$ cat config.mk
export PLATFORM = sky130hd
export DESIGN_NAME = mem_access_unit
export DESIGN_NICKNAME = d
export VERILOG_FILES = /design/src/rtl/mem_access_unit.sv
export SDC_FILE = /design/constraint.sdc
export NUM_CORES = 1
export LEC_CHECK = 0
export ABC_AREA = 1
export CORE_MARGIN = 2
export CORE_UTILIZATION = 30
export DETAILED_ROUTE_END_ITERATION = 6
export PLACE_DENSITY = 0.67
export SLEW_MARGIN = 40
export SYNTH_ARGS = -nofsm -noshare
export SYNTH_HDL_FRONTEND = slang
export SYNTH_SLANG_ARGS = --single-unit
$ cat constraint.sdc
create_clock -name CLK -period 3.54 [get_ports CLK]
set_clock_uncertainty 0.05 [all_clocks]
set_input_delay 0.708 -clock CLK [delete_from_list [all_inputs] [get_ports CLK]]
set_output_delay 0.708 -clock CLK [all_outputs]
set_load 0.01 [all_outputs]
$ cat src/rtl/mem_access_unit.sv
// mem_access_unit: load/store initiator for a word-addressed data memory.
// Define MAU_RMW_EN to build read-modify-write support for sub-word stores.
module mem_access_unit #(
    parameter int DEPTH = 128
) (
    input  logic        CLK,
    input  logic        RESET_N,
    input  logic        Start,
    input  logic        MemWrite,
    input  logic [1:0]  Size,
    input  logic        SignExt,
    input  logic [31:0] Addr,
    input  logic [31:0] StoreData,
    output logic        Busy,
    output logic        Done,
    output logic        Err,
    output logic [31:0] LoadData,
    output logic [31:0] Address,
    output logic        WE,
    output logic [31:0] WD,
    input  logic [31:0] ReadData
);
    localparam int AW = $clog2(DEPTH);

    typedef enum logic [1:0] {
        S_IDLE,
        S_READ,
        S_WRITE,
        S_DONE
    } state_t;

    state_t         r_state;
    logic [AW-1:0]  r_addr;
    logic [1:0]     r_size;
    logic [1:0]     r_lane;
    logic           r_sext;
    logic           r_busy;
    logic           r_done;
    logic           r_err;
    logic           r_we;
    logic [31:0]    r_wd;
    logic [31:0]    r_load;
`ifdef MAU_RMW_EN
    logic           r_wr;
    logic [15:0]    r_sdata;
`endif
    logic           w_err;

    // Lane selection and extension of a fetched word for loads
    function automatic logic [31:0] f_load(
        input logic [31:0] w,
        input logic [1:0]  sz,
        input logic [1:0]  lane,
        input logic        sx
    );
        logic [7:0]  b;
        logic [15:0] h;
        b = w[{lane, 3'b000} +: 8];
        h = lane[1] ? w[31:16] : w[15:0];
        case (sz)
            2'b00:   f_load = {{24{sx & b[7]}}, b};
            2'b01:   f_load = {{16{sx & h[15]}}, h};
            default: f_load = w;
        endcase
    endfunction

`ifdef MAU_RMW_EN
    // Replace the addressed byte or halfword lane of the fetched word
    function automatic logic [31:0] f_merge(
        input logic [31:0] w,
        input logic [15:0] sd,
        input logic [1:0]  sz,
        input logic [1:0]  lane
    );
        f_merge = w;
        if (sz == 2'b00)
            f_merge[{lane, 3'b000} +: 8] = sd[7:0];
        else if (lane[1])
            f_merge[31:16] = sd;
        else
            f_merge[15:0] = sd;
    endfunction
`endif

    // Classify an incoming request as illegal
    always_comb begin
        w_err = (Size == 2'b11)
              | ((Size == 2'b01) & Addr[0])
              | ((Size == 2'b10) & (|Addr[1:0]))
              | (|Addr[31:AW+2]);
`ifndef MAU_RMW_EN
        w_err = w_err | (MemWrite & (Size != 2'b10));
`endif
    end

    // Request sequencer with registered memory and handshake outputs
    always_ff @(posedge CLK or negedge RESET_N) begin
        if (!RESET_N) begin
            r_state <= S_IDLE;
            r_addr  <= '0;
            r_size  <= 2'b00;
            r_lane  <= 2'b00;
            r_sext  <= 1'b0;
            r_busy  <= 1'b0;
            r_done  <= 1'b0;
            r_err   <= 1'b0;
            r_we    <= 1'b0;
            r_wd    <= '0;
            r_load  <= '0;
`ifdef MAU_RMW_EN
            r_wr    <= 1'b0;
            r_sdata <= '0;
`endif
        end else begin
            r_done <= 1'b0;
            r_err  <= 1'b0;
            r_we   <= 1'b0;
            case (r_state)
                S_IDLE: begin
                    if (Start) begin
                        r_addr <= Addr[AW+1:2];
                        r_size <= Size;
                        r_lane <= Addr[1:0];
                        r_sext <= SignExt;
                        r_busy <= 1'b1;
`ifdef MAU_RMW_EN
                        r_wr    <= MemWrite;
                        r_sdata <= StoreData[15:0];
`endif
                        if (w_err) begin
                            r_state <= S_DONE;
                            r_done  <= 1'b1;
                            r_err   <= 1'b1;
                        end else if (MemWrite && Size == 2'b10) begin
                            r_state <= S_WRITE;
                            r_we    <= 1'b1;
                            r_wd    <= StoreData;
                        end else begin
                            r_state <= S_READ;
                        end
                    end
                end
                S_READ: begin
`ifdef MAU_RMW_EN
                    if (r_wr) begin
                        r_state <= S_WRITE;
                        r_we    <= 1'b1;
                        r_wd    <= f_merge(ReadData, r_sdata,
                                           r_size, r_lane);
                    end else
`endif
                    begin
                        r_state <= S_DONE;
                        r_done  <= 1'b1;
                        r_load  <= f_load(ReadData, r_size,
                                          r_lane, r_sext);
                    end
                end
                S_WRITE: begin
                    r_state <= S_DONE;
                    r_done  <= 1'b1;
                end
                default: begin
                    r_state <= S_IDLE;
                    r_busy  <= 1'b0;
                end
            endcase
        end
    end

    assign Busy     = r_busy;
    assign Done     = r_done;
    assign Err      = r_err;
    assign LoadData = r_load;
    assign Address  = {{(32-AW){1'b0}}, r_addr};
    assign WE       = r_we;
    assign WD       = r_wd;
endmodule

==> results of run 1 <==
[sequential cells by signal (all words and copies together), names as in the netlist]
register and flops:
Done 1, r_size 2, Err 1, r_state 2, Busy 1, r_addr 7, r_sext 1, LoadData 32
WE 1, r_lane 2, WD 32
[layer usage]
metal / up-vias / share of wire (%) / GRT usage (%)
met5: - / 0 / 0
met4: 0 / 1.8 / 7.18
met1: 1891 / 43 / 22.1
li1: 1965 / - / -
met3: 18 / 9.4 / 5.16
met2: 197 / 46 / 27.7
[kinds of logic after synthesis]
logic type      Yosys count  synth area share, %
flops                    82                 48.8
simple gates            277                 28.6
fa+ha+maj                 3                0.892
other cells               1               0.0891
compound gates           75                 10.6
buf+inv                  79                 11.1
[power groups by stage]
stage	Combinational (µW)	Sequential [µW]	Clock [µW]
global route	2110	1470	1070
finish	1900	1430	996
global placement	1870	1430	0
detailed placement	1910	1450	0
floorplan	1010	1490	0
CTS	1920	1440	1020
[worst max-delay path, delay by kind of cell]
| family | cells | cell delay, ns |
|---|---|---|
| buffers and inverters | 3 | 1.11 |
| AOI/OAI and AO/OA | 2 | 0.38 |
| and+or+nand+nor | 1 | 0.31 |
[path summary, 6_finish.rpt]
check	start	slack, ns	end
min in group CLK	WD[22]	0.42	WD[22]
setup reg to reg	r_state[1]	1.45	Done
hold reg to reg	WD[22]	0.42	WD[22]
hold / removal	RESET_N	0.36	LoadData[21]
max in group asynchronous	RESET_N	2.63	WD[13]
setup / recovery	Start	1.24	Done
[stage by stage]
stage | hold WS [ns] | std cells | total power [µW]
2_1_floorplan | 0.362 | 541 | 2500
3_3_place_gp | 0.404 | 850 | 3300
3_5_place_dp | 0.412 | 850 | 3360
4_1_cts | 0.398 | 864 | 4380
5_1_grt | 0.406 | 864 | 4650
6_report | 0.363 | 864 | 4330
[placed cells by master, fill, tap and decap left out, types with 3 or more instances in the layout]
| cell type | n |
|---|---|
| nand2_1 | 184 |
| clkdlybuf4s50_1 | 176 |
| dfrtp_1 | 82 |
| nor2_1 | 45 |
| nand4_1 | 35 |
| a21oi_1 | 34 |
| conb_1 | 25 |
| inv_1 | 19 |
| o21ai_0 | 15 |
| a21oi_2 | 10 |
| clkbuf_16 | 9 |
| a31oi_1 | 7 |
| o211ai_1 | 7 |
| inv_2 | 5 |
| buf_4 | 5 |
| nor3_1 | 3 |
| nor2_4 | 3 |
| ha_1 | 3 |
[final cells by class]
class | count | share of cell area, %
clock buffer | 11 | 3.87
clock inverter | 3 | 1.04
inverter | 26 | 1.59
multi-input combinational | 380 | 28.4
sequential | 82 | 32.7
tap | 180 | 3.59
timing repair buffer | 182 | 28.9
==> impl_metrics.prom, run 1 <==
# TYPE chip_impl_metric gauge
chip_impl_metric{name="fin_ws",unit="ns"} 1.24
chip_impl_info{name="synth_commonest_cells",value="nand2_1 (184), dfrtp_1 (82), nor2_1 (45)"} 1
chip_impl_metric{name="detailed_place_hpwl",unit="µm"} 9230
chip_impl_metric{name="maxCapViolCount",unit=""} 0
chip_impl_info{name="setup_repair_after_global_routing_missed_its_margin",value="false"} 1
chip_impl_metric{name="finish.utilization",unit="%"} 45.6
chip_impl_metric{name="gp_congestion",unit=""} 0.851
chip_impl_metric{name="die_area",unit="µm²"} 15000
chip_impl_metric{name="timing.final.crit_period",unit="ns"} 2.30
chip_impl_metric{name="area_delta_synth_final",unit="%"} 49.2
chip_impl_metric{name="synthCells",unit=""} 517
chip_impl_metric{name="count_of_instances_resized_after_the_clock_tree_is_built",unit=""} 0
chip_impl_metric{name="area_of_combinational_cells_with_multiple_inputs",unit="µm²"} 1780
chip_impl_metric{name="avgSynthCellArea",unit="µm²"} 8.14
chip_impl_metric{name="rr_worst_depth",unit=""} 7
chip_impl_metric{name="detailedPlace.worstSlack",unit="ns"} 0.887
chip_impl_metric{name="power_per_cell_area",unit="nW/µm²"} 690
chip_impl_metric{name="power.share.sequential",unit="%"} 33.1
chip_impl_metric{name="synth_enable_flop_cells",unit=""} 0
chip_impl_metric{name="synth-warning-count",unit=""} 0
chip_impl_metric{name="power.combinational.fraction",unit="%"} 43.9
chip_impl_info{name="cp_slowest_cell",value="clkdlybuf4s50_1"} 1
chip_impl_metric{name="cts_made_buffers",unit=""} 9
chip_impl_metric{name="critical_path.max_fanout",unit=""} 43
chip_impl_metric{name="globalRouteTotalUtil",unit="%"} 17.4
chip_impl_metric{name="synthDistinctLibCells",unit=""} 30
chip_impl_metric{name="ys_ff_latch",unit=""} 82
chip_impl_info{name="worst_setup_path_end_kind",value="flop"} 1
chip_impl_metric{name="netSwitchingPower",unit="µW"} 1620
chip_impl_metric{name="seq_area_frac_synth",unit="%"} 48.8
chip_impl_metric{name="initial_utilization",unit="%"} 30.6
chip_impl_metric{name="clock_latency",unit="ns"} 0.34
chip_impl_metric{name="core-area",unit="µm²"} 13800
chip_impl_metric{name="maxClockFrequency",unit="GHz"} 0.435
chip_impl_metric{name="boundaryPins",unit=""} 203
chip_impl_metric{name="detail_route_antenna_nets",unit=""} 0
chip_impl_metric{name="die_h",unit="µm"} 122
chip_impl_metric{name="stdcell_area",unit="µm²"} 6280
chip_impl_metric{name="place_area",unit="µm²"} 5970
chip_impl_metric{name="async_reset_ff_share",unit="%"} 100
chip_impl_metric{name="critPathMaxStageDelay",unit="ns"} 0.51
chip_impl_metric{name="worst-endpoint-required",unit="ns"} 3.76
chip_impl_metric{name="timing_hold_violations_final",unit=""} 0
chip_impl_metric{name="drt_iter0_markers",unit=""} 256
chip_impl_metric{name="route.vias.total",unit=""} 4071
chip_impl_info{name="worstHoldPathType",value="input pin to asynchronous set/reset pin"} 1
chip_impl_metric{name="dr_drc_count",unit=""} 0
chip_impl_info{name="worstPathCellList",value="clkdlybuf4s50_1, nand2_1, inv_2, buf_4, o21ai_0, a21oi_1"} 1
chip_impl_metric{name="regArea",unit="µm²"} 2050
chip_impl_metric{name="pins_over_their_slew_limit",unit=""} 0
chip_impl_metric{name="report.final.setup_viol",unit=""} 0
chip_impl_metric{name="numClockSinks",unit=""} 82
chip_impl_metric{name="drtPass1Iterations",unit=""} 5
chip_impl_metric{name="drt-vias-per-instance",unit=""} 4.71
chip_impl_metric{name="post_cts_setup_driven_buffer_insertion_count",unit=""} 0
chip_impl_info{name="tritoncts",value="done"} 1
chip_impl_metric{name="cts_max_level",unit=""} 3
chip_impl_metric{name="slew_limit_headroom",unit="%"} 54.5
chip_impl_info{name="criticalPathCategory",value="input pin to flop"} 1
chip_impl_metric{name="clock_power_share",unit="%"} 23.0
chip_impl_info{name="synth_area_leaders",value="dfrtp_1 (49%), nand2_1 (16%), nand4_1 (5.2%)"} 1
chip_impl_metric{name="final_layout_fill_cell_count",unit=""} 1388
chip_impl_metric{name="path_clk_slew",unit="ns"} 0.06
chip_impl_metric{name="layout-drive-gt1-share",unit="%"} 6.43
chip_impl_info{name="synth_ff_type",value="dfrtp_1"} 1
chip_impl_metric{name="sw_frac_of_total",unit="%"} 37.4
chip_impl_metric{name="post_drt_wl_per_cell",unit="µm"} 14.7
chip_impl_metric{name="hold_buffers",unit=""} 0
chip_impl_metric{name="clock_tree.buffer_depth",unit=""} 2
chip_impl_metric{name="period_utilization",unit="%"} 64.9
chip_impl_metric{name="vdd_drop_max",unit="V"} 0.000224
chip_impl_metric{name="power.leakage",unit="µW"} 0.00294
chip_impl_metric{name="first_global_vias",unit=""} 4055
chip_impl_metric{name="postRouteWirelength",unit="µm"} 12700
chip_impl_info{name="run_status",value="complete, no violations"} 1
chip_impl_info{name="synth_most_common_cell",value="nand2_1"} 1
chip_impl_metric{name="antenna_violations_before_repair",unit=""} 0
chip_impl_metric{name="overflow",unit=""} 0
chip_impl_info{name="clock_tree.root_cell",value="clkbuf_16"} 1
chip_impl_info{name="post-synth-top-area-cell",value="dfrtp_1"} 1
chip_impl_metric{name="port_buf_inserts",unit=""} 177
chip_impl_info{name="startpoint_type",value="input pin"} 1
chip_impl_metric{name="finalSetupTns",unit="ns"} 0
chip_impl_metric{name="maximum_number_of_pins_on_one_net_before_global_route_repair",unit=""} 83
chip_impl_metric{name="worst_slew_pin_slew",unit="ns"} 0.681
chip_impl_metric{name="placementRows",unit=""} 43
chip_impl_metric{name="intPower",unit="µW"} 2710
chip_impl_metric{name="die_x_extent",unit="µm"} 122
chip_impl_metric{name="grt_first_pass_wirelength",unit="µm"} 20200
chip_impl_metric{name="post-synth-top-area-fraction",unit="%"} 48.8
chip_impl_metric{name="timing.critical_path.arrival",unit="ns"} 2.52
chip_impl_metric{name="mappedNetlistArea",unit="µm²"} 4210
chip_impl_metric{name="fin_nets",unit=""} 787
chip_impl_metric{name="antenna-diode-count",unit=""} 0
No activity file was read; power rests on OpenSTA's default activity.
==> run 2: changes to the inputs <==
--- a/config.mk
+++ b/config.mk
@@ -9,7 +9,7 @@
 export CORE_MARGIN = 2
 export CORE_UTILIZATION = 30
 export DETAILED_ROUTE_END_ITERATION = 6
-export PLACE_DENSITY = 0.67
+export PLACE_DENSITY = 0.7
 export SLEW_MARGIN = 40
 export SYNTH_ARGS = -nofsm -noshare
 export SYNTH_HDL_FRONTEND = slang
==> constraint.sdc (replaced) <==
create_clock -name CLK -period 1.97 [get_ports CLK]
set_clock_uncertainty 0.05 [all_clocks]
set_input_delay 0.394 -clock CLK [delete_from_list [all_inputs] [get_ports CLK]]
set_output_delay 0.394 -clock CLK [all_outputs]
set_load 0.01 [all_outputs]
==> run 2 against run 1 <==
- non-clock buffer count up 12
- critical endpoint is now WD[10]
- flip-flop and latch count unchanged
- count of clock-buffer cells in the layout decreased by 2
- global-route usage is 0.083 points higher
- first-iteration DRC count up 12%
- critical path depth down 5
- setup slack worse by 0.99 ns
- critical path type is now flop to output pin
==> impl_metrics.prom, run 2 (same netlist as run 1, synthesis figures left out) <==
# TYPE chip_impl_metric gauge
chip_impl_metric{name="period_utilization",unit="%"} 87.1
chip_impl_metric{name="layout-drive-gt1-share",unit="%"} 8.17
chip_impl_info{name="worstPathCellList",value="clkdlybuf4s50_1"} 1
chip_impl_info{name="criticalPathCategory",value="flop to output pin"} 1
chip_impl_metric{name="power.leakage",unit="µW"} 0.00301
chip_impl_info{name="worst_r2r_startpoint",value="r_lane[1]"} 1
chip_impl_metric{name="route.vias.total",unit=""} 4107
chip_impl_info{name="busiest_layer",value="met2"} 1
chip_impl_metric{name="grt_first_pass_wirelength",unit="µm"} 20400
chip_impl_metric{name="power_per_cell_area",unit="nW/µm²"} 1230
chip_impl_metric{name="drtPass1Iterations",unit=""} 5
chip_impl_metric{name="crit_buf_inv",unit=""} 1
chip_impl_info{name="cp_slowest_cell",value="clkdlybuf4s50_1"} 1
chip_impl_info{name="r2r_end",value="LoadData[10]"} 1
chip_impl_info{name="startpoint_type",value="flop"} 1
chip_impl_metric{name="maxClockFrequency",unit="GHz"} 0.583
chip_impl_metric{name="die_x_extent",unit="µm"} 122
chip_impl_metric{name="gp_congestion",unit=""} 0.805
chip_impl_metric{name="dp.cells",unit=""} 861
chip_impl_metric{name="grt.met1_usage",unit="%"} 22.8
chip_impl_metric{name="fin_nets",unit=""} 799
chip_impl_metric{name="boundaryPins",unit=""} 203
chip_impl_metric{name="area_delta_synth_final",unit="%"} 52.9
chip_impl_info{name="clock_tree.root_cell",value="clkbuf_16"} 1
chip_impl_info{name="tritoncts",value="done"} 1
chip_impl_metric{name="drt-vias-per-instance",unit=""} 4.68
chip_impl_metric{name="postRouteWirelength",unit="µm"} 12900
chip_impl_metric{name="core-area",unit="µm²"} 13800
chip_impl_metric{name="numClockSinks",unit=""} 82
chip_impl_metric{name="critPathMaxStageDelay",unit="ns"} 0.57
chip_impl_info{name="mostFrequentLayoutCells",value="nand2_1 (184), clkdlybuf4s50_1 (176), dfrtp_1 (82), nor2_1 (45), nand4_1 (35)"} 1
chip_impl_info{name="worst_setup_path_end_kind",value="output pin"} 1
chip_impl_metric{name="rr_worst_depth",unit=""} 9
chip_impl_metric{name="vdd_drop_max",unit="V"} 0.000468
chip_impl_metric{name="antenna-diode-count",unit=""} 0
chip_impl_metric{name="timing.critical_path.arrival",unit="ns"} 1.27
chip_impl_metric{name="clock_tree.buffer_depth",unit=""} 2
chip_impl_metric{name="timing.final.crit_period",unit="ns"} 1.72
chip_impl_metric{name="met2_track_utilization_from_global_routing",unit="%"} 27.7
chip_impl_metric{name="count_of_instances_resized_after_the_clock_tree_is_built",unit=""} 0
chip_impl_metric{name="timing_hold_violations_final",unit=""} 0
chip_impl_metric{name="globalRouteTotalUtil",unit="%"} 17.5
chip_impl_metric{name="detailed_place_hpwl",unit="µm"} 9270
chip_impl_metric{name="initial_utilization",unit="%"} 30.6
chip_impl_metric{name="finish.cell_count_without_fillers",unit=""} 878
chip_impl_info{name="worstHoldPathType",value="input pin to asynchronous set/reset pin"} 1
chip_impl_metric{name="maxCapViolCount",unit=""} 0
chip_impl_metric{name="pins_over_their_slew_limit",unit=""} 0
chip_impl_metric{name="drt_iter0_markers",unit=""} 286
chip_impl_metric{name="dr_drc_count",unit=""} 0
chip_impl_metric{name="post_drt_wl_per_cell",unit="µm"} 14.7
chip_impl_metric{name="overflow",unit=""} 0
chip_impl_metric{name="clock_latency",unit="ns"} 0.34
chip_impl_metric{name="report.final.setup_viol",unit=""} 0
chip_impl_metric{name="path_clk_slew",unit="ns"} 0.06
chip_impl_metric{name="worst_reg2reg_setup_slack",unit="ns"} 0.28
chip_impl_metric{name="antenna_violations_before_repair",unit=""} 0
chip_impl_info{name="mostFrequentLayoutCell",value="nand2_1"} 1
chip_impl_metric{name="critical_path.max_fanout",unit=""} 2
chip_impl_metric{name="die_h",unit="µm"} 122
chip_impl_metric{name="finalSetupTns",unit="ns"} 0
chip_impl_metric{name="maximum_number_of_pins_on_one_net_before_global_route_repair",unit=""} 37
chip_impl_metric{name="placementRows",unit=""} 43
chip_impl_metric{name="cts_made_buffers",unit=""} 9
chip_impl_metric{name="die_area",unit="µm²"} 15000
chip_impl_metric{name="cts_max_level",unit=""} 3
chip_impl_metric{name="detail_route_antenna_nets",unit=""} 0
chip_impl_metric{name="first_global_vias",unit=""} 3998
chip_impl_info{name="setup_repair_after_global_routing_missed_its_margin",value="false"} 1
chip_impl_metric{name="final_layout_fill_cell_count",unit=""} 1365
chip_impl_metric{name="port_buf_inserts",unit=""} 177
chip_impl_info{name="run_status",value="complete, no violations"} 1
chip_impl_metric{name="worst-endpoint-required",unit="ns"} 1.53
chip_impl_metric{name="finish.utilization",unit="%"} 46.7
chip_impl_metric{name="grt.met3_usage",unit="%"} 5.34
chip_impl_info{name="timing.critical_path.max_delay_family",value="buffers and inverters"} 1
==> run 2: how the worst max path moves through the flow <==
stage | start | cells past startpoint | slack, ns | end
3_5_place_dp | Addr[30] | 8 | -0.02 | WD[29]
6_report | WD[10] | 1 | 0.25 | WD[10]
4_1_cts | WD[17] | 1 | 0.24 | WD[17]
3_3_place_gp | Addr[30] | 8 | 0.005 | WD[21]
5_1_grt | r_lane[1] | 9 | 0.10 | LoadData[10]
2_1_floorplan | r_state[1] | 8 | 0.50 | LoadData[27]
==> run 2: timing repair <==
item,CTS,global route
hold endpoints to repair,16,0
hold buffers,1,0
setup buffers,0,0
==> run 2: through the flow <==
stage / setup slack, ns / hold WS (ns) / total power, µW / area [µm²]
finish: 0.254 / 0.414 / 7910 / 6430
global route: 0.104 / 0.438 / 8470 / 6430
CTS: 0.235 / 0.416 / 7990 / 6430
detailed placement: -0.0245 / 0.242 / 6080 / 6100
global placement: 0.00503 / 0.238 / 6020 / 6100
floorplan: 0.495 / 0.0484 / 4500 / 4300
==> run 2: where the power goes <==
part           total [µW]  internal [µW]  switching, µW
clock network        1860           1120            740
registers            2510           2190            314
logic                3540           1610           1930
total                7910           4920           2980
==> run 2: worst reg2reg max path, cell delays in order, from the launching register on <==
cell	delay, ns
dfrtp_1	0.53
inv_4	0.12
nand2_1	0.08
nand2_1	0.06
nand2_1	0.11
nand2_1	0.06
nand2_1	0.25
o211ai_1	0.19
nand2_1	0.10
nand2_1	0.05
==> run 2: final cells by class <==
cell class	count	area, µm²	share of cell area [%]
clock buffer	9	225	3.50
clock inverter	7	101	1.58
inverter	26	100	1.56
multi-input combinational	380	1780	27.7
sequential	82	2050	31.9
tap	180	225	3.50
timing repair buffer	194	1950	30.3
==> run 2: routing by layer <==
layer	up-vias	wire length, µm
li1	1989	-
met1	1920	5580
met4	0	155
met5	-	0
met3	10	1250
met2	188	5920
